$ cat config.mk
export PLATFORM = sky130hd
export DESIGN_NAME = instruction_fetch_unit
export DESIGN_NICKNAME = d
export VERILOG_FILES = /design/src/rtl/core_pkg.sv /design/src/rtl/next_pc_calc.sv /design/src/rtl/instruction_fetch_unit.sv
export SDC_FILE = /design/constraint.sdc
export NUM_CORES = 1
export LEC_CHECK = 0
export CORE_UTILIZATION = 41
export CTS_CLUSTER_SIZE = 25
export DETAILED_ROUTE_END_ITERATION = 8
export HOLD_SLACK_MARGIN = 0.12
export PLACE_DENSITY = 0.76
export SLEW_MARGIN = 10
export SYNTH_ARGS = -nofsm -noshare
export SYNTH_HDL_FRONTEND = slang
export SYNTH_HIERARCHICAL = 1
export SYNTH_SLANG_ARGS = --single-unit
$ cat constraint.sdc
create_clock -name clk -period 3.67 [get_ports clk]
set_clock_uncertainty 0.05 [all_clocks]
set_input_delay 1.101 -clock clk [delete_from_list [all_inputs] [get_ports clk]]
set_output_delay 1.101 -clock clk [all_outputs]
set_load 0.01 [all_outputs]
$ cat src/rtl/core_pkg.sv
// Shared fetch-side definitions: FSM state encoding and instruction constants.
package core_pkg;

    typedef enum logic [1:0] {
        IDLE  = 2'd0,
        FETCH = 2'd1,
        VALID = 2'd2
    } fetch_state_t;

    localparam logic [31:0] NOP_INSTR   = 32'h0000_0013;
    localparam logic [31:0] INSTR_BYTES = 32'd4;

    function automatic logic is_misaligned(input logic [31:0] addr);
        return addr[1:0] != 2'b00;
    endfunction

endpackage

$ cat src/rtl/next_pc_calc.sv
// Combinational next-PC selection: JALR > JAL > taken branch > sequential.
module next_pc_calc
    import core_pkg::*;
(
    input  logic [31:0] pc,
    input  logic [31:0] imm,
    input  logic [31:0] rs1,
    input  logic        branch_taken,
    input  logic        jump,
    input  logic        jump_reg,
    output logic [31:0] next_pc,
    output logic        misaligned
);

    logic signed [31:0] imm_s;
    logic signed [31:0] pc_rel;
    logic signed [31:0] reg_rel;

    // Immediate arrives sign-extended; 32-bit sums wrap silently.
    assign imm_s   = $signed(imm);
    assign pc_rel  = $signed(pc) + imm_s;
    assign reg_rel = $signed(rs1) + imm_s;

    always_comb begin
        next_pc = pc + INSTR_BYTES;
        if (jump_reg) begin
            next_pc = $unsigned(reg_rel) & ~32'h1;
        end else if (jump || branch_taken) begin
            next_pc = $unsigned(pc_rel);
        end
        misaligned = is_misaligned(next_pc);
    end

endmodule

$ cat src/rtl/instruction_fetch_unit.sv
// Owns the architectural PC: fetches one word per instruction, holds it for
// decode until execute advances, then steps to the computed next PC.
module instruction_fetch_unit
    import core_pkg::*;
#(
    parameter logic [31:0] RESET_PC = 32'h0000_0000,
    parameter logic [31:0] TRAP_PC  = 32'h0000_0100
) (
    input  logic        clk,
    input  logic        reset,
    output logic        IMemReq,
    output logic [31:0] IMemAddr,
    input  logic        IMemReady,
    input  logic [31:0] IMemData,
    output logic [31:0] Instruction,
    output logic        InstrValid,
    output logic [31:0] PC,
    output logic [31:0] PCPlus4,
    input  logic        Advance,
    input  logic        BranchTaken,
    input  logic        Jump,
    input  logic        JumpReg,
    input  logic [31:0] Immediate,
    input  logic [31:0] Rs1Data,
    output logic        MisalignFault,
    output logic [31:0] RetireCount
);

    fetch_state_t state_q, state_d;
    logic [31:0]  pc_q;
    logic [31:0]  instr_q;
    logic         fault_q;
    logic [31:0]  retire_q;
    logic [31:0]  next_pc;
    logic         misaligned;
    logic         fetch_done;
    logic         advance_en;

    next_pc_calc u_next_pc (
        .pc           (pc_q),
        .imm          (Immediate),
        .rs1          (Rs1Data),
        .branch_taken (BranchTaken),
        .jump         (Jump),
        .jump_reg     (JumpReg),
        .next_pc      (next_pc),
        .misaligned   (misaligned)
    );

    // Handshake inputs only matter in the state that expects them.
    assign fetch_done = (state_q == FETCH) && IMemReady;
    assign advance_en = (state_q == VALID) && Advance;

    always_comb begin
        state_d = state_q;
        unique case (state_q)
            IDLE:    state_d = FETCH;
            FETCH:   if (IMemReady) state_d = VALID;
            VALID:   if (Advance)   state_d = FETCH;
            default: state_d = IDLE;
        endcase
    end

    always_ff @(posedge clk) begin
        if (reset) begin
            state_q  <= IDLE;
            pc_q     <= RESET_PC;
            instr_q  <= NOP_INSTR;
            fault_q  <= 1'b0;
            retire_q <= 32'd0;
        end else begin
            state_q <= state_d;
            fault_q <= 1'b0;
            if (fetch_done) begin
                instr_q <= IMemData;
            end
            // A misaligned target still retires the current instruction.
            if (advance_en) begin
                pc_q     <= misaligned ? TRAP_PC : next_pc;
                retire_q <= retire_q + 32'd1;
                fault_q  <= misaligned;
            end
        end
    end

    // Request/valid decode from registered state only.
    assign IMemReq       = (state_q == FETCH);
    assign InstrValid    = (state_q == VALID);
    assign IMemAddr      = pc_q;
    assign PC            = pc_q;
    assign PCPlus4       = pc_q + INSTR_BYTES;
    assign Instruction   = instr_q;
    assign MisalignFault = fault_q;
    assign RetireCount   = retire_q;

endmodule

== Word-level counts from Yosys, hierarchy flattened ==
Index checks and enable logic that the tools add are counted.
W data, S select, Z words.

* Register bits after elaboration: 99
* Output and inout port bits: 163

* Add/subtract/negate cells: 4
* Eq/ne operators: 4
* Mux-type cells: 6
* Bitwise operators: 1
* Reduce and logical (&&, ||, !) cells: 7

{| class="wikitable"
|+ Operator list
! cell !! count
|-
| $mux W32 || 3
|-
| $add A32 B32 Y32 || 2
|-
| $add A32 B1 Y32 const B || 1
|-
| $add A32 B3 Y32 const B || 1
|-
| $pmux W2 S3 || 1
|-
| $mux W2 || 2
|-
| $ne A2 B1 Y1 const B || 2
|-
| $eq A2 B1 Y1 const B || 1
|-
| $eq A2 B2 Y1 const B || 1
|-
| $logic_and A1 B1 Y1 || 2
|-
| $logic_not A2 Y1 || 1
|-
| $reduce_and A2 Y1 || 1
|-
| $reduce_bool A2 Y1 || 1
|-
| $reduce_or A2 Y1 || 1
|-
| $logic_or A1 B1 Y1 || 1
|-
| $not A1 Y1 || 1
|}

== Logic depth before layout (Yosys ltp) ==
* Depth in word-level cells: 5
* Gate-level depth with buffers: 13
* Depth with buffers taken out: 13

== By module ==
The synthesis kept the hierarchy.

{| class="wikitable"
|+ By module, submodules not included
! module !! instances !! cells each !! area an instance (um2) !! sequential area each (um2)
|-
| instruction_fetch_unit || 1 || 597 || 4805.9 || 1981.9
|-
| next_pc_calc || 1 || 664 || 4526.8 || 0.0
|}

== Worst setup path before layout ==
No wires, ideal clock.

* Path type: in2reg
* From: input Immediate[0]
* To: register pc_q[30], in the netlist IMemAddr[30]
* Setup time: 70 ps
* Data arrival time: 3588 ps
* Data required time: 3550 ps
* Path slack: -39 ps
* Stages on the path: 13
* Path buffers: 0
* Cell sequence: ha_1 fa_1 a21oi_1 o211ai_2 a31oi_1 o21ai_2 a31oi_1 o41ai_2 xnor2_1 a211o_1 o21ai_1 nand3b_1 a21oi_1

* Elaborated cells between the ends (all ways): 6

{| class="wikitable"
|+ RTL lines
! what !! line !! RTL
|-
| start: declaration || instruction_fetch_unit.sv:23 || <nowiki>input logic [31:0] Immediate,</nowiki>
|-
| $add A32 B32 Y32 || next_pc_calc.sv:21 || <nowiki>assign pc_rel = $signed(pc) + imm_s;</nowiki>
|-
| $mux W32 || next_pc_calc.sv:28 || <nowiki>end else if (jump || branch_taken) begin</nowiki>
|-
| $mux W32 * || next_pc_calc.sv:26 || <nowiki>if (jump_reg) begin</nowiki>
|-
| via next_pc[30] || instruction_fetch_unit.sv:34 || <nowiki>logic [31:0] next_pc;</nowiki>
|-
| $mux W32 * || instruction_fetch_unit.sv:79 || <nowiki>pc_q <= misaligned ? TRAP_PC : next_pc;</nowiki>
|-
| end signal: assignment || instruction_fetch_unit.sv:79 ||
|-
| end: declaration || instruction_fetch_unit.sv:30 || <nowiki>logic [31:0] pc_q;</nowiki>
|}

The timed path passes the listed nets; every way through them passes the cells marked *.
A chain may end at the register's enable or synchronous reset.

== Worst setup path after layout ==
* From: register pc_q[3], in the netlist IMemAddr[3]
* To: output PCPlus4[20]

* Word-level cells in the longest chain between the ends: 1

{| class="wikitable"
|+ Ends and longest elaborated chain
! what !! line !! RTL
|-
| $add A32 B3 Y32 || instruction_fetch_unit.sv:91 || <nowiki>assign PCPlus4 = pc_q + INSTR_BYTES;</nowiki>
|-
| end: declaration || instruction_fetch_unit.sv:18 || <nowiki>output logic [31:0] PCPlus4,</nowiki>
|}

Every way passes these cells.

==> flow_summary.ini <==
[synthesis]
yosys_most_used_dff = dfxtp_1
yosysWarnings = 6
yosysMostFrequentCell = nand2_1
yosysUniqueCellTypes = 80
synth_seq_area_share_pct = 21.2
synth-seq-cells = 99
syn_nets = 1430
synthTopCellsByArea = dfxtp_1 21%, a21oi_1 8.6%, ha_1 8.6%
synth_edf_count = 0
yosys.area.top_type_share_pct = 21.2
synthCells = 1261
syn-cell-area_um2 = 9330
synth_top_cell_by_area = dfxtp_1
synth_async_sr_flop_share_pct = 0
yosys-top-cells-count = 182 x nand2_1, 161 x a21oi_1, 99 x dfxtp_1
syn_area_per_cell_um2 = 7.40

[clock_tree]
ctsHoldBuffers = 0
cts_tree = yes
cts.sink_count = 99
htree_levels = 3
ctsLongestPathBuffers = 2
path_clk_slew_ns = 0.09
clk_latency_ns = 0.36
numCtsBuffers = 9
cts_root_buf = clkbuf_16

[final_layout]
nets = 1830
n_antenna_cell = 0
design_area_um2 = 14500
layout.cells.non_filler = 1946
drive_gt1_share_pct = 21.0
fin_util_pct = 65.4
area_growth_pct = 54.9
fill_cells = 1846

[global_routing]
track_usage_pct = 29.5
grt_pass1_wl_um = 55800
grt_overflow = 0
grt_max_degree = 100
grt_pass1_vias = 10600
antenna_found_initial = 0

[flow_run]
cap_viol_max_count = 0

[die]
core_area_um2 = 22100
initial_core_util_pct = 42.2
fp.dieH_um = 153
die_x_um = 153
num_rows = 54
io_pins = 266
dieArea_um2 = 23400

[placement]
place_inst = 1914
place_area_um2 = 13300
dpl.hpwl_um = 26100
gp_congestion = 0.981
numPortBuffers = 265

[sta]
period_share_pct = 98.3
max_slew_margin_pct = 54.8
setup_viol = 0
clock.fmax_mhz = 277
hold_viol_final = 0
worst_slew_pin_slew_ns = 0.676
drv_slew = 0
post-route-min-period_ns = 3.61

[setup_path]
crit_start = IMemAddr[3]
r2r.worst_path.cells = 13
cp.required_ns = 2.52
cp-start-kind = flop
cp_max_fo = 10
r2r_start = IMemAddr[3]
cp.arrival_ns = 2.46
end_kind = primary output
setup.worst_path.class = reg -> out
r2r_slack_ns = 0.63
crit_end = PCPlus4[20]
r2r-end = IMemAddr[21]

[detailed_routing]
drt_iter0_markers = 1022
ant_nets = 0
drc = 0
finalWirelength_um = 36100
via_per_inst = 5.83
first_pass_iters = 5
wire_per_inst_um = 18.6
vias = 11400

[power]
ir_drop_v = 0.000212
p_leak_nw = 5.74
p_per_area_nw_per_um2 = 227
power.total_w = 0.00328

[min_path]
hold_class = reg -> reg

[status]
outcome = completed
==> per-layer routing <==
metal	global-route usage [%]	vias up	share of wire, %
li1	-	5346	-
met1	38.4	5322	42
met2	48.7	597	46
met3	4.14	88	8.2
met4	12.6	0	3.7
met5	0	-	0
==> state kept, by name (all words and copies together), names as in the netlist <==
name and count:
RetireCount 32, Instruction 32, state_q 2, IMemAddr 32, MisalignFault 1
==> timing repair <==
| item | 4_1_cts | 5_1_grt |
|---|---|---|
| buffers inserted | 11 | 5 |
| gates cloned | 0 | 0 |
| gates resized for setup | 75 | 79 |
| pin swaps | 53 | 41 |
| setup endpoints to repair | 30 | 23 |
==> final cells by class <==
class | instances | area, um2 | area share, %
multi-input cells | 1035 | 7360 | 50.9
repair buffers | 485 | 4330 | 30.0
flip-flops and latches | 99 | 1980 | 13.7
well taps | 280 | 350 | 2.42
clock buffers | 9 | 225 | 1.56
inverters | 31 | 116 | 0.805
clock inverters | 7 | 86.3 | 0.597
==> placed cells by master, fill, tap and decap left out, types with 7 or more instances in the layout <==
cell type and n:
inv_1 31, nor4_1 10, dlymetal6s2s_1 10, a211oi_1 11
ha_4 21, nand3b_1 37, and4_1 10, xnor2_1 62
clkbuf_16 9, a21oi_2 11, nand3_1 43, o21a_1 8
nand2_1 179, clkdlybuf4s50_1 236, ha_1 39, nor2_1 66
o21ai_1 11, xor2_1 53, o21ai_0 38, dlygate4sd2_1 15
nor3_1 26, o31ai_1 20, and3_1 14, buf_4 217
or4_1 16, o211ai_1 9, a21oi_1 145, and2_1 7
a21o_1 23, dfxtp_1 97, o21bai_1 9, nand4_1 30
==> through the flow <==
step | hold WS [ns] | TNS [ns] | setup WS, ns
2_1_floorplan | 0.431 | 0 | 0.0429
3_3_place_gp | 0.391 | -10.80 | -0.708
3_5_place_dp | 0.396 | -12.12 | -0.789
4_1_cts | 0.407 | -0.0245 | -0.0245
5_1_grt | 0.426 | -0.113 | -0.0439
6_report | 0.407 | 0 | 0.0629
==> report_power, final <==
group | total, W | internal [W] | switching (W) | leakage [nW]
logic | 0.00113 | 0.000571 | 0.000562 | 4.79
registers | 0.00111 | 0.00110 | 0.0000154 | 0.802
clock network | 0.00103 | 0.000494 | 0.000538 | 0.151
==> critical path, stage by stage, from the launching register on <==
cell and delay [ns]:
dfxtp_2 0.44, ha_2 0.30, nand3_1 0.11, buf_4 0.21
nor4_1 0.27, xor2_1 0.18, clkdlybuf4s50_1 0.57
==> logic make-up (layout without fill, tap and decap cells) <==
logic type / after synthesis / after routing / synth area share [%]
AOI/OAI and AO/OA: 356 / 356 / 24.3
xor gates and xnor gates: 115 / 115 / 10.8
adders and majority gates: 66 / 66 / 9.01
buffers and inverters: 127 / 532 / 7.15
DFF: 99 / 99 / 21.2
muxes: 4 / 4 / 0.442
and+or+nand+nor: 494 / 494 / 27.0
==> worst min-delay path by stage <==
stage,start,end,depth (start not counted)
CTS,Instruction[31],Instruction[31],2
global route,Instruction[15],Instruction[15],2
detailed placement,Instruction[31],Instruction[31],2
floorplan,Instruction[10],Instruction[10],2
global placement,Instruction[23],Instruction[23],2
finish,Instruction[31],Instruction[31],2
No activity file was read; power rests on OpenSTA's default activity.
